## config.mk

```make
export PLATFORM = sky130hd
export DESIGN_NAME = muldiv_unit
export DESIGN_NICKNAME = d
export VERILOG_FILES = /design/src/rtl/muldiv_pkg.sv /design/src/rtl/muldiv_step.sv /design/src/rtl/muldiv_unit.sv
export SDC_FILE = /design/constraint.sdc
export NUM_CORES = 1
export LEC_CHECK = 0
export CORE_ASPECT_RATIO = 0.7
export CORE_UTILIZATION = 45
export CTS_BUF_LIST = sky130_fd_sc_hd__clkbuf_4
export DETAILED_ROUTE_END_ITERATION = 10
export GPL_TIMING_DRIVEN = 0
export HOLD_SLACK_MARGIN = 0.03
export PLACE_DENSITY = 0.68
export SETUP_SLACK_MARGIN = 0.1
export SKIP_LAST_GASP = 1
export SYNTH_ARGS = -nofsm -noshare
export SYNTH_HDL_FRONTEND = slang
export SYNTH_SLANG_ARGS = --single-unit
```

## constraint.sdc

```tcl
create_clock -name clk -period 3.7 [get_ports clk]
set_input_delay 0.37 -clock clk [delete_from_list [all_inputs] [get_ports clk]]
set_output_delay 0.37 -clock clk [all_outputs]
set_load 0.01 [all_outputs]
```

## src/rtl/muldiv_pkg.sv

```systemverilog
// Shared types and constants for the iterative multiply/divide unit.
package muldiv_pkg;

  localparam int WIDTH  = 32;
  localparam int CountW = $clog2(WIDTH);

  typedef enum logic [1:0] {IDLE, RUN, FIX} stateT;
  typedef enum logic {OP_MUL, OP_DIV} opT;

  // Two's-complement magnitude; unsigned operands pass through untouched.
  function automatic logic [WIDTH-1:0] absVal(input logic [WIDTH-1:0] v, input logic isSigned);
    return (isSigned && v[WIDTH-1]) ? -v : v;
  endfunction

endpackage

```

## src/rtl/muldiv_step.sv

```systemverilog
// One radix-2 iteration: multiply add-and-shift-right, or restoring divide
// shift-left-compare-subtract, on the {hi,lo} working register pair.
module muldiv_step
  import muldiv_pkg::*;
(
  input  logic             isDiv,
  input  logic [WIDTH-1:0] hiIn,
  input  logic [WIDTH-1:0] loIn,
  input  logic [WIDTH-1:0] operand,
  output logic [WIDTH-1:0] hiOut,
  output logic [WIDTH-1:0] loOut
);

  logic [WIDTH:0]   sum;
  logic [WIDTH:0]   shifted;
  logic [WIDTH-1:0] diff;
  logic             fits;

  // NOTE: every output gets a default first so no path leaves a latch behind.
  always_comb begin
    hiOut   = '0;
    loOut   = '0;
    sum     = {1'b0, hiIn} + {1'b0, (loIn[0] ? operand : '0)};
    // The remainder stays below the divisor, so the shifted value needs one extra bit.
    shifted = {hiIn, loIn[WIDTH-1]};
    fits    = shifted >= {1'b0, operand};
    diff    = shifted[WIDTH-1:0] - operand;
    if (isDiv) begin
      hiOut = fits ? diff : shifted[WIDTH-1:0];
      loOut = {loIn[WIDTH-2:0], fits};
    end else begin
      hiOut = sum[WIDTH:1];
      loOut = {sum[0], loIn[WIDTH-1:1]};
    end
  end

endmodule

```

## src/rtl/muldiv_unit.sv

```systemverilog
// Iterative multiply/divide unit with architectural HI/LO registers:
// accept in E, WIDTH radix-2 steps, then one sign fix-up cycle that writes HI/LO.
module muldiv_unit
  import muldiv_pkg::*;
(
  input  logic             clk,
  input  logic             reset,
  input  logic             startE,
  input  logic             multordivE,
  input  logic             signedE,
  input  logic             flushE,
  input  logic [WIDTH-1:0] srcaE,
  input  logic [WIDTH-1:0] srcbE,
  input  logic             hlreadD,
  input  logic             hlopD,
  output logic             busy,
  output logic             stallhlD,
  output logic             done,
  output logic [WIDTH-1:0] hi,
  output logic [WIDTH-1:0] lo
);

  stateT             state;
  opT                op;
  logic [CountW-1:0] count;
  logic [WIDTH-1:0]  accRem;
  logic [WIDTH-1:0]  mplrQuot;
  logic [WIDTH-1:0]  operand;
  logic [WIDTH-1:0]  stepHi;
  logic [WIDTH-1:0]  stepLo;
  logic              negLo;
  logic              negHi;
  logic              divZero;

  // Multiplication is commutative, so |a| always seeds the low half and |b|
  // is the addend or divisor; one register layout serves both operations.
  muldiv_step u_step (
    .isDiv   (op == OP_DIV),
    .hiIn    (accRem),
    .loIn    (mplrQuot),
    .operand (operand),
    .hiOut   (stepHi),
    .loOut   (stepLo)
  );

  assign busy     = (state != IDLE);
  assign stallhlD = busy & (hlreadD | hlopD);

  // NOTE: all state updates are non-blocking so each register samples pre-edge values.
  always_ff @(posedge clk or negedge reset) begin
    if (!reset) begin
      state    <= IDLE;
      op       <= OP_MUL;
      count    <= '0;
      accRem   <= '0;
      mplrQuot <= '0;
      operand  <= '0;
      negLo    <= 1'b0;
      negHi    <= 1'b0;
      divZero  <= 1'b0;
      done     <= 1'b0;
      hi       <= '0;
      lo       <= '0;
    end else begin
      done <= 1'b0;
      case (state)
        IDLE: begin
          if (startE && !flushE) begin
            state    <= RUN;
            op       <= multordivE ? OP_DIV : OP_MUL;
            count    <= CountW'(WIDTH - 1);
            accRem   <= '0;
            mplrQuot <= absVal(srcaE, signedE);
            operand  <= absVal(srcbE, signedE);
            negLo    <= signedE & (srcaE[WIDTH-1] ^ srcbE[WIDTH-1]);
            negHi    <= signedE & srcaE[WIDTH-1];
            divZero  <= (srcbE == '0);
          end
        end
        RUN: begin
          accRem   <= stepHi;
          mplrQuot <= stepLo;
          if (count == '0) begin
            state <= FIX;
            done  <= 1'b1;
          end else begin
            count <= count - 1'b1;
          end
        end
        FIX: begin
          state <= IDLE;
          if (op == OP_MUL) begin
            {hi, lo} <= negLo ? -{accRem, mplrQuot} : {accRem, mplrQuot};
          end else begin
            // Divide by zero leaves the dividend in the remainder naturally; only lo is forced.
            lo <= divZero ? '1 : (negLo ? -mplrQuot : mplrQuot);
            hi <= negHi ? -accRem : accRem;
          end
        end
        default: state <= IDLE;
      endcase
    end
  end

endmodule

```

After elaboration in Yosys (flattened, before gate mapping)
Index checks and enable logic that the tools add are counted.

Output and inout bits: 67. Word-level logic and storage cells: 69. Input bits: 72. Register bits: 172.

Muxes and demuxes: 25. Add/sub/neg operators: 8. Equal/unequal tests: 5. Order comparisons: 1. Reduce and logical (&&, ||, !) cells: 13. Bitwise logic cells: 5.

Operators by type and width (count): two-way mux 32 bit (13); negation 32 bit (4); one-hot mux 32 bit (2 select lines) (2); two-way mux 64 bit (1); negation 64 bit (1); adder 32 x 32 -> 33 bit (1); >= comparator 33 x 32 -> 1 bit (1); zero test 32 bit (1); subtractor 32 bit (1); two-way mux 5 bit (2); one-hot mux 5 bit (2 select lines) (1); inequality test 2 bit (second input constant) (3); AND reduction 2 bit (3); zero test 5 bit (1); subtractor 5 x 1 -> 5 bit (second input constant) (1); two-way mux 2 bit (2); one-hot mux 2 bit (2 select lines) (1); nonzero test 2 bit (2); AND 1 bit (3); logical AND 1 bit (3); two-way mux 1 bit (3); AND reduction 3 bit (1); equality test 2 x 1 -> 1 bit (second input constant) (1); equality test 2 bit (second input constant) (1); 4 further kinds (4).

Logic depth before layout (Yosys ltp)
Gate-level depths: netlist (run 1).

Depth after elaboration: 4. Mapped depth: 14. Mapped depth without buffers: 13.

Modules after synthesis
A second synthesis (run 1) with hierarchy kept.

Cell total of the unflattened synthesis: 1843. Area, all modules: 14581.5 µm².

Modules (own cells, without submodules): muldiv_unit (area each 9998.3 µm², cells each 1197, sequential area each 4304.1 µm², times used 1); muldiv_step (area each 4583.1 µm², cells each 646, sequential area each 0.0 µm², times used 1).

Worst setup path after synthesis (run 1)
Ideal clock, no wire load.

Path type: register -> register. From: register mplrQuot[0]. To: register accRem[31]. Cell stages (with the launch flop): 14. Library setup time: 122 ps. Path buffers: 2. Arrival: 3366 ps. Clock period less this slack: 3488 ps. Required time: 3578 ps. Slack: 212 ps. Cell sequence: dfrtp_1 inv_1 buf_1 nor2_1 ha_1 clkbuf_1 a2111o_1 o21ai_1 a21oi_1 o41ai_2 o22ai_1 a221oi_2 o311ai_0 a32o_1.

Cells in the longest elaborated chain, start to end: 4.

RTL lines: start: declaration (RTL line muldiv_unit.sv:27) `logic [WIDTH-1:0] mplrQuot;`; start signal: assignment (RTL line muldiv_unit.sv:73) `mplrQuot <= absVal(srcaE, signedE);`; start signal: assignment (RTL line muldiv_unit.sv:82) `mplrQuot <= stepLo;`; two-way mux 32 bit (RTL line muldiv_step.sv:23) `sum = {1'b0, hiIn} + {1'b0, (loIn[0] ? operand : '0)};`; adder 32 x 32 -> 33 bit (RTL line muldiv_step.sv:23); two-way mux 32 bit (RTL line muldiv_step.sv:28) `if (isDiv) begin`; one-hot mux 32 bit (2 select lines) (RTL line muldiv_unit.sv:66) `case (state)`; end signal: assignment (RTL line muldiv_unit.sv:81) `accRem <= stepHi;`; end: declaration (RTL line muldiv_unit.sv:26) `logic [WIDTH-1:0] accRem;`.

No other way between the ends. A chain may end at the register's enable or synchronous reset.

Final worst setup path (run 1)
From: register accRem[2]. To: register accRem[27].

Cells in the longest elaborated chain, start to end: 4. Elaborated cells on any way between the ends: 6. Classes of those cells: 2 x add/sub; 1 x order compare; 3 x mux.

RTL lines: subtractor 32 bit / >= comparator 33 x 32 -> 1 bit (equally long branches) (RTL line muldiv_step.sv:27, muldiv_step.sv:26); two-way mux 32 bit (RTL line muldiv_step.sv:29) `hiOut = fits ? diff : shifted[WIDTH-1:0];`; two-way mux 32 bit (*) (RTL line muldiv_step.sv:28); one-hot mux 32 bit (2 select lines) (*) (RTL line muldiv_unit.sv:66).

Every way passes the cells marked *; elsewhere a longest branch is shown, timed or not.

==> results.txt, run 1 <==
----------------------------------------------------
[Status]
  Outcome ... complete, no violations

[Die]
  Row count ... 52
  Total die area ... between 30000 and 40000 um2
  Die Wd ... about 210 um
  I/O pins ... roughly 140
  Height of the die ... 147 um
  Initial Utilization ... 0.462
  Core region area ... ~29000 um2

[Clocking]
  Clock network latency to the later pin of the worst-skew pair ... 640 ps
  Maximum number of buffers from clock root to sink ... 2
  TritonCTS sink count ... about 170
  Root Driver ... clkbuf_4
  Clock-pin slew of the registers on the worst-case setup and hold paths ... around 190 ps
  CTS Buf Count ... 17
  H-tree levels ... 4
  Clock tree from TritonCTS ... built

[Logic synthesis]
  Commonest cells post-synth ... 191 x nand2_1, 188 x o21ai_0, 172 x dfrtp_1, 142 x nor2_1, 139 x a21oi_1
  Library cell with the highest instance count after synthesis ... nand2_1
  Number of standard cells after synthesis ... between 1500 and 2000
  Post-synth ARST share ... 1.00
  Number of synthesized register bits ... 172
  Count of flip-flops with a built-in enable after synthesis ... 0
  Synthesized area divided by synthesized cell count ... approximately 8.1 um2
  Post-Synthesis Net Count ... approximately 1800
  Register area share after synthesis ... 0.319
  Synth warn ... 0
  Cell Area, Synth ... ~13000 um2
  Number of distinct standard cells referenced by the synthesized netlist ... 70
  Cell taking the most area after synthesis ... dfrtp_1
  Yosys top cell area share ... 0.319
  Most frequently used flop master after synthesis ... dfrtp_1
  Main area contributors after synthesis ... dfrtp_1 32%, o21ai_0 7.0%, ha_1 6.5%, xor2_1 5.8%, xnor2_1 5.3%

[Placed design]
  Last weighted congestion value of the routability-driven placer ... between 0.9 and 1
  Detailed placement HPWL ... between 30000 and 40000 um
  Number of I/O port buffers ... around 140

[Worst setup path]
  Critical Path End Type ... flop
  Setup Crit Path Kind ... flop to flop
  Worst-case reg-to-reg path depth ... 10
  Crit path launch type ... flop
  Reg2reg end ... accRem[27]$_DFFE_PN0P_
  Worst reg-to-reg setup slack ... 120 ps
  Req. time, crit path ... 4220 ps
  Startpoint of the worst-slack reg-to-reg timing path ... accRem[2]$_DFFE_PN0P_
  Highest net fanout along the worst path ... 7
  Signal arrival time at the worst endpoint ... roughly 4100 ps

[Detailed routing]
  Total number of vias ... 13400
  Router iterations before antenna repair ... 6
  WL final ... between 40000 and 50000 um
  Drc violations ... 0
  Mean routed wirelength per cell ... 20.2 um
  Vias per cell ... about 6.0
  Antenna viol nets, final ... 0
  Violation count after the first detailed-route iteration ... between 1000 and 1500

[STA]
  Crit path time final ... ~3600 ps
  Slew of the pin with the lowest slew margin ... around 1100 ps
  Hold Slack ... 293 ps
  Final-layout setup total negative slack ... 0 ps
  Worst setup skew after layout ... 35.7 ps
  Fin crit share ... 0.968
  RSZ-0062 raised after global routing ... yes
  Highest clock rate ... 0.279 GHz
  Relative slew slack ... 0.280
  Finish-stage setup viols ... 0
  Final number of max-transition violations ... 0
  Count of final hold-check violations ... 0

[Global route]
  Final global-route overflow total ... 0
  Maximum number of pins on one net before global-route repair ... 93
  Via count of the first global-routing pass ... ~12000
  Number of antenna violations at the first check in global routing ... 2
  Total global-route track usage ... 0.293
  Global-route wire length before repair ... approximately 70000 um

[Run]
  Max-cap check violation count ... 0

[Min path]
  Class of the most critical hold timing path ... input pin to async pin

[Pwr]
  PD cells ... about 1000 nW/um2
  Worst supply voltage drop on vdd ... ~390 uV
  Pleak ... 6.56 nW
  Tot Pwr ... 0.0167 W

[Layout]
  Final-stage net count ... 1983
  Share of final-layout standard cells stronger than drive strength 1 ... 0.0605
  Post-synthesis to final-layout area growth ... 18.7%

----------------------------------------------------
-- stage by stage --
step	instances	util	worst slack, ps	cell area (um2)
CTS	2222	0.541	117	15800
global route	2231	0.548	-22.5	16000
floorplan	1668	-	212	13500
detailed placement	2185	0.526	-734	15400
global placement	2184	0.525	-5010	15300
finish	2231	0.548	120	16000
-- registers in the layout (all words and copies together), names as in the netlist --
name	count
hi	32
mplrQuot	32
done	1
count	5
accRem	32
operand	32
negHi	1
divZero	1
state	2
op	1
lo	32
negLo	1
-- cells in the final DEF (no fill, tap or decap), types with 5 or more instances in the layout --
cell and n:
a21o_1 23, ha_1 69, inv_1 61, nor4_1 18
a22o_1 5, o21ai_0 188, nand2b_1 25, a21oi_1 134
clkbuf_4 19, or4_1 12, clkbuf_1 75, o21a_1 5
mux2i_1 52, nand3_1 22, nor2b_1 9, nand4_1 9
o221ai_1 9, xnor2_1 82, buf_4 14, a22oi_1 12
nor2_1 140, nand2_1 190, xor2_1 89, a31oi_1 13
o21bai_1 7, nor3_1 34, dfrtp_1 167, or3_1 16
and2_1 8, and3_1 7, a211oi_1 14, clkdlybuf4s50_1 137
o41ai_1 10, dfrtp_2 5, o211ai_1 39, o31ai_1 19
-- critical path, cell delays in order (launching register included) --
cell       delay (ps)
dfrtp_1           550
ha_1              460
o21ai_0           140
a21oi_2           250
o31a_1            320
a2111oi_2         140
o31ai_1           700
nand2_1           110
a211oi_1          350
mux2i_1           170
a211o_1           260
-- layer usage --
| layer | share of wire | GRT usage | up-vias |
|---|---|---|---|
| met2 | 0.39 | 0.390 | 609 |
| met5 | 0 | 0 | - |
| met4 | 0.013 | 0.0632 | 0 |
| met3 | 0.12 | 0.0919 | 49 |
| li1 | - | - | 6326 |
| met1 | 0.48 | 0.453 | 6370 |
-- what timing repair did --
| item | CTS | global route |
|---|---|---|
| pin swaps | 3 | 11 |
| setup buffers | 4 | 8 |
| hold endpoints to repair | 80 | 0 |
| resized for setup | 23 | 46 |
| hold buffers | 1 | 0 |
| setup endpoints to repair | 33 | 31 |
-- kinds of logic after synthesis --
kind of cell | after synthesis | share of synthesized area
and+or+nand+nor | 518 | 0.178
AOI/OAI and AO/OA | 528 | 0.240
muxes | 55 | 0.0411
adders and majority gates | 72 | 0.0679
buffers and inverters | 152 | 0.0426
xor gates and xnor gates | 171 | 0.111
DFF | 172 | 0.319
-- worst max-delay path by stage --
stage / start / endpoint / slack (ps) / cells after the start
floorplan: mplrQuot[0]$_DFFE_PN0P_ / accRem[31]$_DFFE_PN0P_ / 210 / 13
global placement: reset / hi[16]$_DFFE_PN0N_ / -5010 / 1
detailed placement: mplrQuot[0]$_DFFE_PN0P_ / accRem[31]$_DFFE_PN0P_ / -730 / 14
CTS: mplrQuot[0]$_DFFE_PN0P_ / accRem[27]$_DFFE_PN0P_ / 120 / 14
global route: mplrQuot[0]$_DFFE_PN0P_ / accRem[27]$_DFFE_PN0P_ / -20 / 15
finish: accRem[2]$_DFFE_PN0P_ / accRem[27]$_DFFE_PN0P_ / 120 / 10
-- area by class of cell --
cell class	instances	area, um2
plain buffers	89	372
flip-flops and latches	172	4310
inverters	63	241
clock inverters	15	204
multi-input cells	1344	8760
repair buffers	152	1510
well taps	378	473
clock buffers	17	128
fillers	2764	13200
diodes	1	2.50
-- power breakdown --
part	internal, W	switching (W)	total (W)
logic	0.00471	0.00674	0.0114
clock network	0.000495	0.000789	0.00128
registers	0.00277	0.00120	0.00396
total	0.00798	0.00872	0.0167
No activity file was read; power rests on OpenSTA's default activity.
==> inputs of run 2 (changes only) <==
Settings changed: REMOVE_ABC_BUFFERS set to 1, SKIP_CTS_REPAIR_TIMING set to 1.
==> run 2 against run 1 <==
Sequential share of layout area is essentially flat. Total power fell by 1.6%. Sequential power increased by 5.3%.
==> results.txt, run 2 (same netlist as run 1, synthesis figures left out) <==
----------------------------------------------------
[Pwr]
  PD cells ... 1030 nW/um2 (-1.5%)
  Pleak ... 6.53 nW (-0.48%)
  Internal power summed over all cells ... 0.00814 W (+2.1%)
  Portion of total power attributed to the clock network ... 0.072 (-0.005)
  NetSw ... 0.00829 W (-4.9%)
  Worst supply voltage drop on vdd ... 451 uV (+16%)
  Sw Share ... 0.504 (-0.0178)
  Tot Pwr ... 0.0164 W (-1.6%)
  Logic gate share of total power ... 0.675 (-0.011)
  Sequential share of power ... 0.254 (+0.017)

[Layout]
  Final-stage net count ... 1917 (-3.3%)
  Total area of sequential cells ... 4320 um2 (+0.12%)
  Total area of multi-input combinational cells ... 8920 um2 (+1.8%)
  Most common cell after layout, fill and taps aside ... nand2_1
  Top library cells by usage in the layout, fill and taps aside ... 191 x nand2_1, 187 x o21ai_0, 165 x dfrtp_1
  Number of standard cells in the layout, taps in and fillers out ... 2163 (-3.0%)
  Share of final-layout standard cells stronger than drive strength 1 ... 0.0774 (+0.0169)
  Count of filler cells inserted in the layout ... 2726 (-1.4%)
  Post-synthesis to final-layout area growth ... 18.6% (about the same)

[STA]
  Crit path time final ... 3540 ps (-38.3 ps)
  Slew of the pin with the lowest slew margin ... 1330 ps (+259 ps)
  Finish-stage setup viols ... 0 (unchanged)
  Final number of max-transition violations ... 0 (unchanged)
  Hold Slack ... 315 ps (+22.6 ps)
  Highest clock rate ... 0.282 GHz (+1.1%)
  Fin crit share ... 0.957 (-0.0104)
  RSZ-0062 raised after global routing ... yes
  Setup WS post-layout ... 159 ps (+38.3 ps)
  Worst setup skew after layout ... 39.8 ps (+4.14 ps)
  Relative slew slack ... 0.114 (-0.166)
  Final-layout setup total negative slack ... 0 ps (unchanged)
  Count of final hold-check violations ... 0 (unchanged)

[Clocking]
  Clock tree from TritonCTS ... built
  TritonCTS sink count ... 172 (unchanged)
  CTS Buf Count ... 17 (unchanged)
  Maximum number of buffers from clock root to sink ... 2 (unchanged)
  Clock-pin slew of the registers on the worst-case setup and hold paths ... 180 ps (about the same)
  H-tree levels ... 4 (unchanged)
  Root Driver ... clkbuf_4
  Clock network latency to the later pin of the worst-skew pair ... 620 ps (-20 ps)

[Die]
  Initial Utilization ... 0.462 (unchanged)
  Height of the die ... 147 um (unchanged)
  Die Wd ... 209 um (unchanged)
  Total die area ... 30700 um2 (unchanged)
  Row count ... 52 (unchanged)
  Core region area ... 29200 um2 (unchanged)
  I/O pins ... 139 (unchanged)

[Placed design]
  Last weighted congestion value of the routability-driven placer ... 0.970 (+2.2%)
  Placed Cells incl. Taps ... 2106 (-3.6%)
  Number of I/O port buffers ... 138 (unchanged)
  Detailed placement HPWL ... 30100 um (-15%)
  Pre-CTS setup slack ... -1150 ps (-414 ps)

[Global route]
  Number of antenna violations at the first check in global routing ... 2 (unchanged)
  Via count of the first global-routing pass ... 11600 (-6.1%)
  Maximum number of pins on one net before global-route repair ... 103 (+11%)
  Final global-route overflow total ... 0 (unchanged)
  Total global-route track usage ... 0.262 (-0.0313)
  Global-route wire length before repair ... 63600 um (-8.6%)

[Detailed routing]
  Drc violations ... 0 (unchanged)
  Antenna viol nets, final ... 0 (unchanged)
  Violation count after the first detailed-route iteration ... 1259 (+3.6%)
  Mean routed wirelength per cell ... 18.8 um (-7.0%)
  Router iterations before antenna repair ... 5 (-1)
  WL final ... 40600 um (-9.8%)
  Total number of vias ... 12900 (-3.5%)
  Vias per cell ... 5.96 (-0.51%)

[Worst setup path]
  Signal arrival time at the worst endpoint ... 4080 ps (-20 ps)
  Crit path launch type ... flop
  Setup Crit Path Kind ... flop to flop
  Highest net fanout along the worst path ... 7 (unchanged)
  Critical Path End Type ... flop
  Req. time, crit path ... 4230 ps (about the same)

[Run]
  Max-cap check violation count ... 0 (unchanged)

[Min path]
  Class of the most critical hold timing path ... input pin to async pin

[Status]
  Outcome ... complete, no violations

----------------------------------------------------
==> run 2: changes by cell type in the layout (fill, tap and decap cells not counted), moves of 4 or more <==
cell,change
nor2_1,-6
ha_1,-5
inv_8,-4
clkbuf_1,-75
ha_4,+4
buf_6,+4
buf_2,-4
buf_4,+7
==> run 2: metal layers <==
layer | global-route usage | share of wire
met4 | 0.0511 | 0.011
met5 | 0 | 0
met1 | 0.418 | 0.49
met3 | 0.0643 | 0.099
met2 | 0.347 | 0.40
==> run 2: area by class of cell <==
type,count,share of cell area
antenna,1,0.000156
clock buffer,18,0.00845
clock inverter,12,0.00931
inverter,63,0.0150
multi-input combinational,1345,0.557
sequential,172,0.270
tap,378,0.0296
timing repair buffer,173,0.110
timing repair inverter,1,0.000469
==> run 2: path summary, 6_finish.rpt <==
kind / start / endpoint / slack, ps / cells after the start
max: mplrQuot[0]$_DFFE_PN0P_ / accRem[27]$_DFFE_PN0P_ / 160 / 12
min: reset / mplrQuot[12]$_DFFE_PN0P_ / 320 / 2
max reg2reg: mplrQuot[0]$_DFFE_PN0P_ / accRem[27]$_DFFE_PN0P_ / 160 / 12
min reg2reg: hi[12]$_DFFE_PN0N_ / hi[12]$_DFFE_PN0N_ / 490 / 2
max in group asynchronous: reset / op$_DFFE_PN0P_ / 2450 / 3
min in group clk: srcbE[1] / operand[1]$_DFFE_PN0P_ / 360 / 3
==> run 2: metrics by stage <==
step | util | area, um2
floorplan | - | 13200
global placement | 0.514 | 15000
detailed placement | 0.522 | 15200
CTS | 0.531 | 15500
global route | 0.548 | 16000
finish | 0.548 | 16000
==> run 2: power by group through the flow <==
stage	sequential, W	clock [W]	combinational (W)
4_1_cts	0.00411	0.00120	0.0101
2_1_floorplan	0.00381	0	0.00708
6_report	0.00417	0.00118	0.0111
3_5_place_dp	0.00416	0	0.0101
3_3_place_gp	0.00411	0	0.00984
5_1_grt	0.00430	0.00127	0.0121
==> run 2: worst max-delay path: stages, from the launching register on <==
cell	delay, ps
dfrtp_2	500
clkinvlp_4	250
nor2_2	170
ha_2	350
a2111o_1	470
o21ai_4	180
a21oi_2	130
o41ai_4	370
o22ai_2	220
a221oi_4	360
buf_4	170
xnor2_1	50
a211o_1	260
==> inputs of run 3 (changes only) <==
Settings changed: CAP_MARGIN set to 20.
==> run 3 against run 2 <==
Sequential share of layout area down 0.17 points. Critical endpoint is now accRem[9]$_DFFE_PN0P_. Global-route usage up 0.094 points. Non-clock buffer count down 1. Utilization up 0.35 points. Total power up 0.67%. Setup slack worse by 10 ps. Sequential cell count unchanged. Clock-buffer cell count up 1. Fmax down 0.29%.
==> results.txt, run 3 (same netlist as run 1, synthesis figures left out) <==
----------------------------------------------------
[STA]
  Worst setup skew after layout ... 42.6 ps (+2.81 ps)
  Relative slew slack ... 0.216 (+0.102)
  Count of final hold-check violations ... 0 (unchanged)
  Slew of the pin with the lowest slew margin ... 1170 ps (-164 ps)
  Highest clock rate ... 0.282 GHz (-0.29%)
  Crit path time final ... 3550 ps (+10.1 ps)
  Setup WS post-layout ... 148 ps (-10.1 ps)
  RSZ-0062 raised after global routing ... yes
  Fin crit share ... 0.960 (+0.00273)
  Finish-stage setup viols ... 0 (unchanged)
  Final-layout setup total negative slack ... 0 ps (unchanged)
  Final number of max-transition violations ... 0 (unchanged)
  Hold Slack ... 300 ps (-15.8 ps)

[Global route]
  Total global-route track usage ... 0.263 (+0.000936)
  Maximum number of pins on one net before global-route repair ... 103 (unchanged)
  Global-route wire length before repair ... 63600 um (about the same)
  Via count of the first global-routing pass ... 11600 (+0.095%)
  Number of antenna violations at the first check in global routing ... 2 (unchanged)
  Final global-route overflow total ... 0 (unchanged)

[Worst setup path]
  Worst-case reg-to-reg path depth ... 11 (-1)
  Setup Crit Path Kind ... flop to flop
  Critical Path End Type ... flop
  Stage delay of the slowest cell on the critical path ... 500 ps (about the same)
  Startpoint of the worst-slack reg-to-reg timing path ... accRem[5]$_DFFE_PN0P_
  Max stage delay cell, worst path ... or3b_2
  Depth of the critical timing path with buffers and inverters included ... 11 (-1)
  Highest net fanout along the worst path ... 21 (+14)
  Buffering stage count on the worst path with inverters included ... 1 (-1)
  Dominant delay contributor by cell family on the critical path ... compound AO/OA/AOI/OAI gates
  Reg2reg end ... accRem[9]$_DFFE_PN0P_
  Crit path launch type ... flop
  Cell breakdown of the critical path ... ha_1 -> a21o_1 -> a21oi_2 -> or3b_2 -> o21ai_4 -> o211ai_1 -> a311o_2 -> buf_16 -> mux2i_2 -> a21oi_1 -> a22o_1
  Worst reg-to-reg setup slack ... 150 ps (about the same)
  Req. time, crit path ... 4180 ps (-50 ps)
  Signal arrival time at the worst endpoint ... 4040 ps (-40 ps)
  Worst setup path startpoint ... accRem[5]$_DFFE_PN0P_
  Capture point of the worst path ... accRem[9]$_DFFE_PN0P_

[Placed design]
  Number of I/O port buffers ... 138 (unchanged)
  Detailed placement HPWL ... 30300 um (+0.82%)
  Pre-CTS setup slack ... -753 ps (+395 ps)
  Last weighted congestion value of the routability-driven placer ... 0.970 (unchanged)

[Pwr]
  Tot Pwr ... 0.0165 W (+0.67%)
  Internal power summed over all cells ... 0.00824 W (+1.2%)
  Sw Share ... 0.502 (-0.00276)
  Worst supply voltage drop on vdd ... 515 uV (+14%)
  PD cells ... 1030 nW/um2 (about the same)
  Portion of total power attributed to the clock network ... 0.072 (about the same)
  Sequential share of power ... 0.250 (-0.004)
  Logic gate share of total power ... 0.678 (+0.003)
  NetSw ... 0.00830 W (+0.12%)
  Pleak ... 6.57 nW (+0.51%)

[Die]
  Core region area ... 29200 um2 (unchanged)
  I/O pins ... 139 (unchanged)
  Die Wd ... 209 um (unchanged)
  Initial Utilization ... 0.462 (unchanged)
  Total die area ... 30700 um2 (unchanged)
  Row count ... 52 (unchanged)
  Height of the die ... 147 um (unchanged)

[Status]
  Outcome ... complete, no violations

[Detailed routing]
  Total number of vias ... 12700 (-1.1%)
  Antenna viol nets, final ... 0 (unchanged)
  Router iterations before antenna repair ... 8 (+3)
  Violation count after the first detailed-route iteration ... 1229 (-2.4%)
  Mean routed wirelength per cell ... 18.8 um (-0.15%)
  WL final ... 40600 um (-0.20%)
  Vias per cell ... 5.89 (-1.1%)
  Drc violations ... 0 (unchanged)

[Clocking]
  TritonCTS sink count ... 172 (unchanged)
  H-tree levels ... 4 (unchanged)
  Maximum number of buffers from clock root to sink ... 2 (unchanged)
  Clock-pin slew of the registers on the worst-case setup and hold paths ... 180 ps (about the same)
  Root Driver ... clkbuf_4
  Clock network latency to the later pin of the worst-skew pair ... 620 ps (about the same)
  Clock tree from TritonCTS ... built
  CTS Buf Count ... 17 (unchanged)

[Layout]
  Most common cell after layout, fill and taps aside ... nand2_1
  Total area of multi-input combinational cells ... 8930 um2 (+0.21%)
  Final-stage net count ... 1915 (-0.10%)
  Top library cells by usage in the layout, fill and taps aside ... 190 x nand2_1, 185 x o21ai_0, 165 x dfrtp_1
  Post-synthesis to final-layout area growth ... 19.4%
  Total area of sequential cells ... 4320 um2 (unchanged)
  Share of final-layout standard cells stronger than drive strength 1 ... 0.0791 (+0.00173)
  Count of filler cells inserted in the layout ... 2723 (-0.11%)

[Min path]
  Class of the most critical hold timing path ... input pin to async pin

[Run]
  Max-cap check violation count ... 0 (unchanged)

----------------------------------------------------
[run 3: cell types whose count changed in the layout (fill, tap and decap cells not counted), sizes merged]
cell | before | now
buf | 35 | 32
clkbuf | 18 | 21
clkinvlp | 5 | 4
[run 3: how the worst min path moves through the flow]
stage / slack (ps) / start / depth (start not counted) / end
3_5_place_dp: 390 / reset / 1 / mplrQuot[12]$_DFFE_PN0P_
5_1_grt: 310 / reset / 2 / accRem[8]$_DFFE_PN0P_
3_3_place_gp: 460 / hi[13]$_DFFE_PN0N_ / 2 / hi[13]$_DFFE_PN0N_
2_1_floorplan: 70 / reset / 0 / accRem[0]$_DFFE_PN0P_
6_report: 300 / reset / 2 / accRem[8]$_DFFE_PN0P_
4_1_cts: -310 / reset / 1 / accRem[7]$_DFFE_PN0P_
[run 3: stage by stage]
stage	cells	area (um2)	utilization
finish	2162	16100	0.551
global route	2162	16100	0.551
CTS	2140	15600	0.533
detailed placement	2109	15300	0.524
global placement	2095	15000	0.514
floorplan	1579	13200	-
[run 3: layout make-up]
cell class,count,area share
Inverter,63,0.0149
Antenna cell,1,0.000155
Tap cell,378,0.0294
Clock inverter,12,0.00917
Multi-Input combinational cell,1345,0.555
Clock buffer,19,0.00886
Timing Repair Buffer,172,0.115
Sequential cell,172,0.268
[run 3: metal layers]
| metal | up-vias | part of all wire | GRT usage |
|---|---|---|---|
| met3 | 43 | 0.10 | 0.0797 |
| met2 | 523 | 0.39 | 0.345 |
| li1 | 6225 | - | - |
| met5 | - | 0 | 0 |
| met1 | 5943 | 0.50 | 0.414 |
| met4 | 0 | 0.013 | 0.0485 |
[run 3: power by group through the flow]
stage               sequential [W]  combinational, W  clock [W]
global route               0.00427            0.0123    0.00128
global placement           0.00411           0.00984          0
CTS                        0.00411            0.0102    0.00121
finish                     0.00414            0.0112    0.00119
detailed placement         0.00416            0.0101          0
floorplan                  0.00381           0.00708          0
